`config.mk`:
```
export PLATFORM = sky130hd
export DESIGN_NAME = regfile_port_arbiter
export DESIGN_NICKNAME = d
export VERILOG_FILES = /design/src/rtl/regfile_port_arbiter.sv
export SDC_FILE = /design/constraint.sdc
export NUM_CORES = 1
export LEC_CHECK = 0
export CORE_UTILIZATION = 46
export CTS_BUF_LIST = sky130_fd_sc_hd__clkbuf_8
export DETAILED_ROUTE_END_ITERATION = 10
export PLACE_DENSITY = 0.95
export SYNTH_ARGS = -nofsm -noshare
export SYNTH_HDL_FRONTEND = slang
export SYNTH_SLANG_ARGS = --single-unit
```
`constraint.sdc`:
```
create_clock -name CLK -period 4.3 [get_ports CLK]
set_input_delay 0.86 -clock CLK [delete_from_list [all_inputs] [get_ports CLK]]
set_output_delay 0.86 -clock CLK [all_outputs]
set_load 0.03 [all_outputs]
```
`src/rtl/regfile_port_arbiter.sv`:
```
// Round-robin arbiter sharing the register-file WRITE/READ port among NREQ requesters.
// One transaction in flight; read data is routed back to the winner after RD_LAT cycles.
module regfile_port_arbiter #(
    parameter int NREQ   = 4,
    parameter int AW     = 3,
    parameter int DW     = 2,
    parameter int RD_LAT = 1
) (
    input  logic             CLK,
    input  logic             RST,
    input  logic [NREQ-1:0]    REQ,
    input  logic [NREQ-1:0]    REQ_WE,
    input  logic [NREQ*AW-1:0] REQ_ADDR,
    input  logic [NREQ*DW-1:0] REQ_WDATA,
    output logic [NREQ-1:0]    GNT,
    output logic [NREQ-1:0]    RSP_VALID,
    output logic [DW-1:0]      RSP_DATA,
    output logic               WRITE,
    output logic               READ,
    output logic [AW-1:0]      ADDR,
    output logic [DW-1:0]      WRITE_DATA,
    input  logic [DW-1:0]      READ_DATA,
    output logic [1:0]         DBG_STATE
);

    // Handshake: a requester holds REQ (with WE/ADDR/WDATA stable) until its GNT
    // pulse; GNT means the access is on the port this cycle. RSP_VALID pulses once
    // per read, with RSP_DATA valid in that same cycle.

    localparam int PW = (NREQ > 1) ? $clog2(NREQ) : 1;
    localparam int CW = (RD_LAT > 1) ? $clog2(RD_LAT) : 1;

    typedef enum logic [1:0] {
        IDLE   = 2'd0,
        ISSUE  = 2'd1,
        RDWAIT = 2'd2
    } state_t;

    state_t            state_q, state_d;
    logic [PW-1:0]     rr_q, rr_d;
    logic [PW-1:0]     win_q, win_d;
    logic [CW-1:0]     cnt_q, cnt_d;
    logic [NREQ-1:0]   gnt_q, gnt_d;
    logic [NREQ-1:0]   rsp_valid_q, rsp_valid_d;
    logic [DW-1:0]     rsp_data_q, rsp_data_d;
    logic              write_q, write_d;
    logic              read_q, read_d;
    logic [AW-1:0]     addr_q, addr_d;
    logic [DW-1:0]     wdata_q, wdata_d;

    logic              found;
    logic [PW-1:0]     pick;
    logic              sel_we;
    logic [AW-1:0]     sel_addr;
    logic [DW-1:0]     sel_wdata;

    // First set REQ bit searching upward from rr_q, wrapping modulo NREQ.
    always_comb begin
        int            idx;
        logic [PW-1:0] cand;
        found = 1'b0;
        pick  = '0;
        idx   = 0;
        cand  = '0;
        for (int i = 0; i < NREQ; i++) begin
            idx = int'(rr_q) + i;
            if (idx >= NREQ) idx = idx - NREQ;
            cand = PW'(idx);
            if (!found && REQ[cand]) begin
                found = 1'b1;
                pick  = cand;
            end
        end
    end

    always_comb begin
        sel_we    = 1'b0;
        sel_addr  = '0;
        sel_wdata = '0;
        for (int i = 0; i < NREQ; i++) begin
            if (pick == PW'(i)) begin
                sel_we    = REQ_WE[i];
                sel_addr  = REQ_ADDR[i*AW +: AW];
                sel_wdata = REQ_WDATA[i*DW +: DW];
            end
        end
    end

    always_comb begin
        state_d     = state_q;
        rr_d        = rr_q;
        win_d       = win_q;
        cnt_d       = cnt_q;
        gnt_d       = '0;
        rsp_valid_d = '0;
        rsp_data_d  = rsp_data_q;
        write_d     = 1'b0;
        read_d      = 1'b0;
        addr_d      = addr_q;
        wdata_d     = wdata_q;
        case (state_q)
            IDLE: begin
                if (found) begin
                    // Port outputs are loaded here so they are live during ISSUE.
                    win_d   = pick;
                    gnt_d   = NREQ'(1) << pick;
                    write_d = sel_we;
                    read_d  = ~sel_we;
                    addr_d  = sel_addr;
                    wdata_d = sel_wdata;
                    state_d = ISSUE;
                end
            end
            ISSUE: begin
                rr_d = (win_q == PW'(NREQ-1)) ? '0 : win_q + PW'(1);
                if (write_q) begin
                    state_d = IDLE;
                end else begin
                    cnt_d   = CW'(RD_LAT-1);
                    state_d = RDWAIT;
                end
            end
            RDWAIT: begin
                if (cnt_q == '0) begin
                    rsp_data_d  = READ_DATA;
                    rsp_valid_d = NREQ'(1) << win_q;
                    state_d     = IDLE;
                end else begin
                    cnt_d = cnt_q - CW'(1);
                end
            end
            default: state_d = IDLE;
        endcase
    end

    always_ff @(posedge CLK or posedge RST) begin
        if (RST) begin
            state_q     <= IDLE;
            rr_q        <= '0;
            win_q       <= '0;
            cnt_q       <= '0;
            gnt_q       <= '0;
            rsp_valid_q <= '0;
            rsp_data_q  <= '0;
            write_q     <= 1'b0;
            read_q      <= 1'b0;
            addr_q      <= '0;
            wdata_q     <= '0;
        end else begin
            state_q     <= state_d;
            rr_q        <= rr_d;
            win_q       <= win_d;
            cnt_q       <= cnt_d;
            gnt_q       <= gnt_d;
            rsp_valid_q <= rsp_valid_d;
            rsp_data_q  <= rsp_data_d;
            write_q     <= write_d;
            read_q      <= read_d;
            addr_q      <= addr_d;
            wdata_q     <= wdata_d;
        end
    end

    assign GNT        = gnt_q;
    assign RSP_VALID  = rsp_valid_q;
    assign RSP_DATA   = rsp_data_q;
    assign WRITE      = write_q;
    assign READ       = read_q;
    assign ADDR       = addr_q;
    assign WRITE_DATA = wdata_q;
    assign DBG_STATE  = state_q;

endmodule

```
# After elaboration in Yosys (flattened, before gate mapping)
# Cells that the tools add are included.
# word_totals
reg_bits	24
input_bits	32
wordCells	102
out_inout_bits	19
# op_classes
shift	2
mux	48
n_addsub	9
n_lt_le_gt_ge	8
n_reduce_logical	13
n_eq_ne	9
bitwise	2
# op_table
cell	count
2-bit 2-to-1 mux	16
1-bit 2-to-1 mux	18
4-bit 2-to-1 mux	4
2-bit by 3-bit less-than comparator with 1-bit output (second input constant)	4
3-bit 2-to-1 mux	4
3-bit greater-or-equal comparator (second input constant)	3
1-bit binary-select mux with 2-bit select	4
2-bit equality test (second input constant)	4
2-bit AND reduction	4
1-bit by 2-bit left shift with 4-bit output (first input constant)	2
2-bit by 1-bit subtractor with 2-bit output (second input constant)	4
2-bit by 2-bit adder with 3-bit output (second input constant)	2
2-bit != test (second input constant)	3
2-bit one-hot mux with 3 select lines	1
2-bit by 1-bit equality test with 1-bit output (second input constant)	2
2-bit zero test	2
2-bit by 1-bit adder with 3-bit output (second input constant)	1
2-bit by 3-bit greater-or-equal comparator with 1-bit output (second input constant)	1
1-bit logical AND	3
1-bit zero test	3
2-bit by 1-bit adder with 2-bit output (second input constant)	1
1-bit NOT	2
1-bit one-hot mux with 2 select lines	1
2-bit nonzero test	1
1-bit subtractor (second input constant)	1

# Logic depth before layout (Yosys ltp)
# logic_depth
ltp_word	22
ltp_mapped	6
ltp_nobuf	5

# Least setup slack after synthesis
# Ideal clock, no wire load.
# synth_path
path_kind	input to register
from	input REQ[3]
to	register wdata_q[0] (netlist: WRITE_DATA[0])
required_time_ps	4206
slack_ps	2378
setup_ps	94
n_path_buf	1
cell_stages	6
arrival_time_ps	1828
cell_sequence	and4b_4 a21oi_4 nand2_4 buf_12 mux2i_1 a221oi_2
# synth_between
elab_chain_len	17
elab_cells_between_ends	31
cone_classes	3 x eq/ne; 20 x mux; 8 x reduce/logical
# synth_rtl
item	line_no	text
start, declared	11	input logic [NREQ-1:0] REQ,
1-bit binary-select mux with 2-bit select	69	if (!found && REQ[cand]) begin
1-bit 2-to-1 mux (not written as such)	69	
1-bit 2-to-1 mux	69	
1-bit zero test	69	
1-bit logical AND	69	
1-bit 2-to-1 mux	69	
1-bit zero test	69	
1-bit logical AND	69	
1-bit 2-to-1 mux	69	
1-bit zero test	69	
1-bit logical AND	69	
2-bit 2-to-1 mux	69	
2-bit zero test	81	if (pick == PW'(i)) begin
2-bit 2-to-1 mux (4 in a row)	81	
end signal, assigned	160	wdata_q <= wdata_d;
end, declared	49	logic [DW-1:0] wdata_q, wdata_d;
# Several ways; a longest one is shown, not always the timed one. The select of a mux whose other input is x is not followed.
# A chain may end at the register's enable or synchronous reset.

# Worst setup path after layout
# layout_path
from	input REQ[0]
to	register addr_q[0] (netlist: ADDR[0])
# layout_between
elab_chain_len	17
elab_cells_between_ends	31
cone_classes	3 x eq/ne; 20 x mux; 8 x reduce/logical
# layout_rtl
item	line_no	text
1-bit binary-select mux with 2-bit select	69	
1-bit 2-to-1 mux (not written as such)	69	
1-bit 2-to-1 mux	69	
1-bit zero test	69	
1-bit logical AND	69	
1-bit 2-to-1 mux	69	
1-bit zero test	69	
1-bit logical AND	69	
1-bit 2-to-1 mux	69	
1-bit zero test	69	
1-bit logical AND	69	
2-bit 2-to-1 mux	69	
2-bit zero test	81	
3-bit 2-to-1 mux (4 in a row)	81	
end signal, assigned	159	addr_q <= addr_d;
end, declared	48	logic [AW-1:0] addr_q, addr_d;
# Several ways; a longest one is shown, not always the timed one. The select of a mux whose other input is x is not followed.

==> impl_metrics.ini <==
[synth]
synth_simple_gate_area_frac = 0.157
synth_top_family_by_area = simple AND/OR/NAND/NOR gates
yosysSeqAreaShare = 0.499
syn_area_per_cell_sq_um = 11.3
synth_nets = 138
synth-adder-area-share = 0.0434
synth.area.mux_share = 0.116
synth-xor-area-share = 0
syn_inst = 102
syn_area_sq_mm = 0.00115
synth-warning-count = 0
ys_types = 32
synth_compound_gate_area_share = 0.145
postSynthRegisterBits = 23

[clocking]
cts_resized = 0
hold_buffers = 0
cts_tree = built
cts_buffer_depth = 2
clkTransAtPathRegs_ns = 0.08
cts-htree-levels = 1
clk_latency_ns = 0.27
post_cts_buffers = 0
root_buffer = clkbuf_8
cts_buffers = 3
cts.sinks = 23

[detailed_routing]
dr.pass1.iters = 4
drtAntennaViolNets = 0
post_drt_wl_per_cell_microns = 14.5
viasPerCell = 5.51
route.detailed.drc = 0
drt_iter0_drc = 24
wirelength_mm = 2.64
num_vias = 1002

[power_and_ir_drop]
p_per_area_mw_per_mm2 = 652
p_leak_nw = 0.770
ir_drop_mv = 0.477

[grt]
antenna_found_initial = 0
grt_pass1_wl_mm = 4.34
grt_max_degree = 24
first_global_vias = 1002
track_usage = 0.222
gr-total-overflow = 0

[worst_setup_path]
worstPathMaxFanout = 9
regToRegSetupSlack_ns = 2.62
critical_path_class = input pin to flip-flop
crit_path_end_kind = flip-flop
critical_path_arrival_ns = 2.62
worst_ep_required_time_ns = 4.44
startpoint_type = input pin
r2r_cells = 5

[sta]
max-slew-margin-rel = 0.445
timing.setup.tns_ns = 0
fin_skew_ns = 0.00552
fmax_mhz = 404
final_max_slew_viol_count = 0
tightest_slew_ns = 0.832
final.period_utilization = 0.576
rsz0062_at_grt = no
period_minus_slack_ns = 2.48
setup_viol_count_final = 0
hold_violations = 0

[run_status]
status = finished, final reports clean

[floorplanning]
die_h_microns = 52.1
num_rows = 17
core_area_sq_mm = 0.00228
die_w_microns = 52.1
start_util = 0.506
die_area_sq_mm = 0.00271
ios = 51

[layout]
final_area_sq_mm = 0.00171
areaGrowthSynthToFinish_pct = 48.3
final_core_util = 0.751
final_nets = 191
final_common_cell = clkdlybuf4s50_1
antennaDiodeCount = 0
drive_gt1_frac = 0.0844
fillers = 155
stdcell_count = 182
final_cell_mix = clkdlybuf4s50_1, dfrtp_1, nor2_1, mux2i_1, nand2_1

[placed_design]
dp.final_hpwl_mm = 2.17
placed_cell_area_sq_mm = 0.00166
dp.cells = 178
routabilityCongestion = 0.703
portBuffers = 50

[worst_hold_path]
min_path_type = flip-flop to flip-flop
hold_depth = 1

[flow_run]
maxCapViolCount = 0
==> metrics by stage <==
| stage | hold slack (ns) | worst slack [ns] | power, mW |
|---|---|---|---|
| 4_1_cts | 0.435 | 1.83 | 1.12 |
| 6_report | 0.429 | 1.82 | 1.12 |
| 5_1_grt | 0.447 | 1.74 | 1.19 |
| 3_3_place_gp | 0.415 | 1.61 | 0.958 |
| 2_1_floorplan | 0.488 | 2.38 | 0.771 |
| 3_5_place_dp | 0.424 | 1.55 | 0.984 |
==> synth_stat cells <==
cell type	count	share of area
nand3_1	4	0.017
nand2_1	6	0.020
nor2b_1	2	0.011
dfrtp_1	23	0.50
o211ai_1	1	0.0065
buf_2	1	0.0043
and4b_4	1	0.012
or3_1	1	0.0054
a221oi_1	3	0.023
nand3b_1	1	0.0065
nor4_1	1	0.0054
nor2_1	10	0.033
nand2_4	1	0.0098
and2_1	4	0.022
o221ai_1	2	0.015
a221oi_2	1	0.013
a21o_2	1	0.0076
buf_12	1	0.017
o21ai_0	5	0.022
mux2_2	3	0.029
ha_1	4	0.043
mux2i_1	10	0.087
nand2b_1	2	0.011
o211a_1	1	0.0087
a21oi_4	1	0.014
o31ai_1	1	0.0065
a21oi_1	3	0.013
inv_1	4	0.013
o221a_2	1	0.0098
a21o_1	1	0.0065
and3_1	1	0.0054
clkinv_1	1	0.0033
==> metal layers <==
layer | GRT usage | wire length [microns]
met5 | 0 | 0
met4 | 0.0676 | 25
met3 | 0.0351 | 194
met2 | 0.417 | 1440
met1 | 0.253 | 976
==> cell families (layout without fill, tap and decap cells) <==
family | Yosys count | after routing
compound gates | 21 | 21
buf+inv | 7 | 59
fa+ha+maj | 4 | 4
flops | 23 | 23
simple gates | 34 | 34
mux | 13 | 13
==> sequential cells by signal (all words and copies together), names as in the netlist <==
name,flops
ADDR,3
DBG_STATE,2
GNT,4
READ,1
RSP_DATA,2
RSP_VALID,4
WRITE,1
WRITE_DATA,2
rr_q,2
win_q,2
==> area by class of cell <==
type | instances | area (sq um) | share of cell area
well taps | 28 | 35.0 | 0.0205
repair buffers | 50 | 500 | 0.293
inverters | 5 | 18.8 | 0.0110
flip-flops and latches | 23 | 576 | 0.337
clock buffers | 3 | 41.3 | 0.0242
multi-input cells | 72 | 533 | 0.312
clock inverters | 1 | 5.00 | 0.00293
==> worst max-delay path: stages <==
cell and delay, ns:
clkdlybuf4s50_1 0.52, nor4_1 0.33, or3_1 0.29, clkinv_1 0.28, nand2_1 0.20, o221ai_1 0.14
==> report_power, final <==
part	internal, mW	leakage [nW]	switching [mW]
registers	0.302	0.289	0.0591
clock network	0.0649	0.0255	0.0725
logic	0.268	0.455	0.349
total	0.635	0.770	0.480
==> path summary, 6_finish.rpt <==
check,endpoint,startpoint
worst min-delay path,DBG_STATE[1]$_DFFE_PP0P_,WRITE$_DFF_PP0_
min in group asynchronous,GNT[0]$_DFF_PP0_,RST
worst min register to register,DBG_STATE[1]$_DFFE_PP0P_,WRITE$_DFF_PP0_
worst max register to register,ADDR[1]$_DFFE_PP0P_,rr_q[0]$_DFFE_PP0N_
max in group asynchronous,ADDR[2]$_DFFE_PP0P_,RST
worst max-delay path,ADDR[0]$_DFFE_PP0P_,REQ[0]
Note: power is estimated with default switching activity, not from simulation.
